### src/rtl/mul_rpt_add_unit.sv
// ============================================================================
// Module   : mul_rpt_add_unit
// Brief    : Sequential unsigned multiplier, a*b by repeated addition,
//            with start/busy/done handshake and optional min/max operand swap.
// Revision : 1.0
// ============================================================================
`default_nettype none

module mul_rpt_add_unit #(
  parameter int WIDTH    = 8,
  parameter int SWAP_MIN = 1
) (
  input  logic                 clk,
  input  logic                 rst_n,
  input  logic                 start,
  input  logic [WIDTH-1:0]     a,
  input  logic [WIDTH-1:0]     b,
  output logic                 busy,
  output logic                 done,
  output logic [2*WIDTH-1:0]   product
);

  typedef enum logic [1:0] {
    S_IDLE  = 2'd0,
    S_CHECK = 2'd1,
    S_ADD   = 2'd2,
    S_DONE  = 2'd3
  } state_t;

  localparam logic [WIDTH-1:0] c_one  = {{(WIDTH-1){1'b0}}, 1'b1};
  localparam logic [WIDTH-1:0] c_zero = '0;

  state_t               r_state;
  logic [WIDTH-1:0]     r_count;
  logic [WIDTH-1:0]     r_addend;
  logic [2*WIDTH-1:0]   r_product;
  logic                 r_busy;
  logic                 r_done;

  logic [WIDTH-1:0]     w_count_ld;
  logic [WIDTH-1:0]     w_addend_ld;

  // Loop on the smaller operand when swapping; on a tie the counter takes a.
  generate
    if (SWAP_MIN != 0) begin : g_swap
      logic w_b_lt_a;
      assign w_b_lt_a    = (b < a);
      assign w_count_ld  = w_b_lt_a ? b : a;
      assign w_addend_ld = w_b_lt_a ? a : b;
    end else begin : g_noswap
      assign w_count_ld  = b;
      assign w_addend_ld = a;
    end
  endgenerate

  always_ff @(posedge clk or negedge rst_n) begin
    if (!rst_n) begin
      r_state   <= S_IDLE;
      r_count   <= '0;
      r_addend  <= '0;
      r_product <= '0;
      r_busy    <= 1'b0;
      r_done    <= 1'b0;
    end else begin
      case (r_state)
        S_IDLE: begin
          r_done <= 1'b0;
          if (start) begin
            r_count   <= w_count_ld;
            r_addend  <= w_addend_ld;
            r_product <= '0;
            r_busy    <= 1'b1;
            r_state   <= S_CHECK;
          end
        end
        S_CHECK: begin
          if (r_count == c_zero) begin
            r_busy  <= 1'b0;
            r_done  <= 1'b1;
            r_state <= S_DONE;
          end else begin
            r_state <= S_ADD;
          end
        end
        S_ADD: begin
          r_product <= r_product + {{WIDTH{1'b0}}, r_addend};
          r_count   <= r_count - c_one;
          // Last add happens on the edge that sees a pre-decrement count of one.
          if (r_count == c_one) begin
            r_busy  <= 1'b0;
            r_done  <= 1'b1;
            r_state <= S_DONE;
          end
        end
        S_DONE: begin
          r_done  <= 1'b0;
          r_state <= S_IDLE;
        end
        default: begin
          r_busy  <= 1'b0;
          r_done  <= 1'b0;
          r_state <= S_IDLE;
        end
      endcase
    end
  end

  assign busy    = r_busy;
  assign done    = r_done;
  assign product = r_product;

endmodule

`default_nettype wire
### config.mk
export PLATFORM = sky130hd
export DESIGN_NAME = mul_rpt_add_unit
export DESIGN_NICKNAME = d
export VERILOG_FILES = /design/src/rtl/mul_rpt_add_unit.sv
export SDC_FILE = /design/constraint.sdc
export NUM_CORES = 1
export LEC_CHECK = 0
export ABC_AREA = 1
export CAP_MARGIN = 15
export CORE_AREA = 2 2 76 78
export CTS_CLUSTER_SIZE = 12
export DETAILED_ROUTE_END_ITERATION = 12
export DIE_AREA = 0 0 78 80
export HOLD_SLACK_MARGIN = 0.08
export PLACE_DENSITY = 0.73
export SLEW_MARGIN = 20
export SYNTH_ARGS = -nofsm -noshare
export SYNTH_HDL_FRONTEND = slang
export SYNTH_SLANG_ARGS = --single-unit
### constraint.sdc
create_clock -name clk -period 4.5 [get_ports clk]
set_input_delay 0.9 -clock clk [delete_from_list [all_inputs] [get_ports clk]]
set_output_delay 0.9 -clock clk [all_outputs]
set_load 0.02 [all_outputs]
After elaboration in Yosys (flattened, before gate mapping) --
Cells that the tools add are included.
Storage, ports and cells: register bits 36, input bits 19, output and inout bits 18
Operators by class: $add $sub $neg 2, order comparisons 1, eq/ne operators 7, multiplexer cells 17, reduce and logical (&&, ||, !) cells 10
Operators with widths (number):
- 16-bit one-hot mux with 2 select lines | 1
- 8-bit two-way mux | 3
- 16-bit by 8-bit adder with 16-bit output | 1
- 16-bit two-way mux | 1
- 8-bit one-hot mux with 2 select lines | 1
- 8-bit by 1-bit equality test with 1-bit output (second input constant) | 1
- 8-bit zero test | 1
- 8-bit less-than comparator | 1
- 2-bit one-hot mux with 4 select lines | 1
- 2-bit AND reduction | 4
- 8-bit by 1-bit subtractor with 8-bit output (second input constant) | 1
- 1-bit two-way mux | 6
- 2-bit != test (second input constant) | 3
- 1-bit one-hot mux with 3 select lines | 2
- 2-bit equality test (second input constant) | 2
- 2-bit two-way mux | 2
- 4-bit AND reduction | 1
- 3-bit nonzero test | 1
- 2-bit by 1-bit equality test with 1-bit output (second input constant) | 1
- 2-bit zero test | 1
- 2-bit nonzero test | 1
- 2-bit OR reduction | 1

Longest topological paths before layout --
depth in word-level cells 4, gate-level depth with buffers 13, gate-level depth less buffers 12

Least setup slack after synthesis --
OpenSTA, ideal clock, no wires.
kind input to register, from in a[7], to reg r_count[4], arrival 1.923 ns, required time 4.368 ns, path slack 2.445 ns, cell stages on the path 8, cell sequence inv_1 -> ha_1 -> a21oi_1 -> o21a_1 -> nand2_2 -> buf_6 -> o21ai_0 -> o21ai_0
Between the ends: longest elaborated chain between the ends 4
Ends and longest elaborated chain:
- from (decl) | line 16 | input logic [WIDTH-1:0] a,
- 8-bit less-than comparator | line 47 | assign w_b_lt_a = (b < a);
- 8-bit two-way mux | line 48 | assign w_count_ld = w_b_lt_a ? b : a;
- 8-bit two-way mux | line 68 | if (start) begin
- 8-bit one-hot mux with 2 select lines | line 65 | case (r_state)
- to (signal assigned) | line 69 | r_count <= w_count_ld;
- to (signal assigned) | line 87 | r_count <= r_count - c_one;
- to (decl) | line 34 | logic [WIDTH-1:0] r_count;
No other way between the ends. The select of a mux whose other input is x is not followed. A chain may end at the register's enable or synchronous reset.

Worst setup path in the final report --
from in start, to reg r_product[15] (netlist: product[15])
Between the ends: longest elaborated chain between the ends 2
Ends and longest elaborated chain:
- from (decl) | line 15 | input logic start,
- 2-bit != test (no source line)
- 2-bit AND reduction (no source line)
- to (signal assigned) | line 86 | r_product <= r_product + {{WIDTH{1'b0}}, r_addend};
- to (decl) | line 36 | logic [2*WIDTH-1:0] r_product;
No other way between the ends.

==> metrics.md <==
| Metric | Value |
|---|---|
| # nets final | `445` |
| Cell Area, Synth | `2660 um^2` |
| Synth Register Bits | `36` |
| Asr flop ratio synth | `1.00` |
| Tightest Hold Check Type | `reg -> reg` |
| Post-route clock skew | `6.37 ps` |
| Unique masters post-synth | `32` |
| Synth top area cells | `dfrtp_1, nand2_1, ha_1` |
| Slowest stage cell, crit path | `clkdlybuf4s50_1` |
| Setup Fix Bufs, Post-CTS | `0` |
| Mapped Avg Cell Area | `7.18 um^2` |
| Worst VDD drop | `0.000236 V` |
| Largest net degree at the start of global routing | `37` |
| Synth Instances | `370` |
| Initial Util | `0.492` |
| Dpl cell area | `3020 um^2` |
| Commonest cells post-synth | `nand2_1, inv_1, dfrtp_1` |
| Internal reg-to-reg setup slack | `1810 ps` |
| CTS Buf Count | `5` |
| Req. time, crit path | `4690 ps` |
| Final hold vios | `0` |
| DR vias | `2471` |
| WHS | `491 ps` |
| Leakage | `1.58 nW` |
| Largest delay share family, worst path | `buffers and inverters` |
| Endpoints failing setup | `0` |
| CTS Buffer Depth | `2` |
| Die height | `80 um` |
| Post-cts repair resize count | `0` |
| Reg clk slew, reported paths | `80 ps` |
| Crit path top cell by count | `nand2_1` |
| Post-CTS Hold Fix Bufs | `0` |
| Synth Net Count | `412` |
| 1st-iter DRT viols | `163` |
| Total Power | `1.95 mW` |
| Post-DP HPWL | `4670 um` |
| Max-cap violations | `0` |
| Core box area | `5410 um^2` |
| WL final | `5970 um` |
| Post-synth EDFFs | `0` |
| WS Path Type | `in -> reg` |
| Pins Over Slew Limit | `0` |
| Nature of the critical path endpoint | `flip-flop` |
| Finished Cell Area | `3110 um^2` |
| Htree depth | `2` |
| Total grt overflow | `0` |
| # DRC | `0` |
| Worst skew pair latency | `290 ps` |
| Global Route Usage Sum | `0.216` |
| Status | `finished clean` |
| Final core utilization | `0.575` |
| TritonRoute pass-1 iters | `5` |
| Clk root buf | `clkbuf_8` |
| WP data arrival | `3010 ps` |
| Synth top area share | `0.339` |
| Full die area | `6240 um^2` |
| Setup TNS | `0 ps` |
| PD cells | `628 nW/um^2` |
| Chip Width | `78 um` |
| # diodes | `0` |
| Crit Path Max Fanout | `20` |
| CTS Sinks | `36` |
| Max Fclk | `355 MHz` |
| I/O pin total | `37` |
| Crit-path max cell delay | `510 ps` |
| Vias per Instance | `5.20` |
| Unrepaired setup endpoints after global routing | `false` |
| Sequential cell area fraction in the yosys report | `0.339` |
| Layout cell share with drive strength beyond 1 | `0.0645` |
| Count leader, synth | `nand2_1` |
| Port bufs | `36` |
| Row cnt | `27` |
| Worst slew pin tran | `834 ps` |
| Initial antenna violation count | `0` |
| Tmin final | `2820 ps` |
| First-pass GRT wire length | `10600 um` |
| Element type at the critical path start | `primary input` |
| Vias in the first global route | `2348` |
| Crit path cell chain | `clkdlybuf4s50_1 -> nand2_1 -> o21ai_2 -> inv_2 -> nor4_2 -> nand3_1 -> nand2_1 -> nor2_1` |
| Buf+Inv Stages, Crit Path | `2` |
| Antenna viol nets, final | `0` |
| Ys flop type | `dfrtp_1` |
| Syn. warnings | `0` |
| Layout area overhead | `16.9%` |
| Gpl congestion | `0.871` |
| Headroom to the max-slew limit | `0.444` |
| Final period utilization | `0.626` |
| CTS tree | `yes` |
| Average wire per standard cell | `12.6 um` |
| Area leader, netlist | `dfrtp_1` |
[cell usage in the layout (no fill, tap or decap)]
master           synthesis  final
a21boi_2                 1      1
a21oi_1                 35     35
a22o_1                   1      1
a31oi_1                  1      1
buf_2                    3      1
clkbuf_8                 0      5
clkdlybuf4s50_1          0     35
clkinv_2                 0      1
clkinvlp_4               0      1
dfrtp_1                 36     36
fa_1                     1      1
ha_1                    22     22
inv_1                   49     49
inv_2                    3      3
nand2_1                 87     87
nand2_2                  5      5
nand3_1                 33     33
nand3_2                  2      2
nand4_1                  3      3
nand4_2                  1      1
nor2_1                  34     34
nor2_2                   2      2
nor3_1                   2      2
nor4_1                   1      1
nor4_2                   1      1
o21a_1                   2      2
o21ai_0                 18     18
o21ai_1                  9      9
o21ai_2                  3      3
o22ai_1                  1      1
o31ai_1                  1      1
xnor2_1                  3      3
xor2_1                   3      3
[routing by layer]
layer  vias up  track usage  share of wire
met4         0       0.0719          0.019
met2        65        0.371           0.46
met1      1132        0.275           0.47
li1       1264            -              -
met3        10       0.0396          0.047
met5         -            0              0
[cell families (layout without fill, tap and decap cells)]
group	count (synthesis)	after routing	synth area share
simple gates	171	171	0.280
buf+inv	62	95	0.103
xor+xnor	6	6	0.0198
fa+ha+maj	23	23	0.111
compound gates	72	72	0.147
flops	36	36	0.339
[worst register-to-register path, stage by stage, from the launching register on]
cell     delay [ps]
dfrtp_1         420
inv_1           110
ha_1            380
inv_2           200
o21ai_2         700
inv_2           300
nor4_2          260
nand3_1         110
nand2_1          70
nor2_1           40
[metrics by stage]
stage	setup slack, ps	std cells
after CTS	1700	475
after floorplan	2440	370
after global placement	1430	468
final	1680	475
after global routing	1470	475
after detailed placement	1390	468
[final timing paths]
check                      startpoint     endpoint  cells past startpoint
max                             start  product[15]                      8
min                              done         done                      2
min reg2reg                      done         done                      2
max in group asynchronous       rst_n   r_count[6]                      1
min in group asynchronous       rst_n   product[6]                      1
max reg2reg                r_state[0]  product[15]                      9
[power by group]
group	switching [mW]	total [mW]	internal, mW	leakage (nW)
combinational	0.717	1.15	0.438	1.09
clock	0.116	0.221	0.105	0.0400
sequential	0.116	0.575	0.459	0.448
total	0.950	1.95	1.00	1.58
[state kept, by name, indices dropped and copies added (netlist names)]
signal    cells
r_state       2
done          1
product      16
r_count       8
busy          1
r_addend      8
[layout make-up]
| type | count | area (um^2) |
|---|---|---|
| multi-input combinational | 272 | 1480 |
| tap | 72 | 90.1 |
| fill | 538 | 2300 |
| inverter | 52 | 195 |
| sequential | 36 | 901 |
| timing repair buffer | 36 | 355 |
| clock buffer | 5 | 68.8 |
| clock inverter | 2 | 12.5 |
Power figures use the tool's default switching activity.
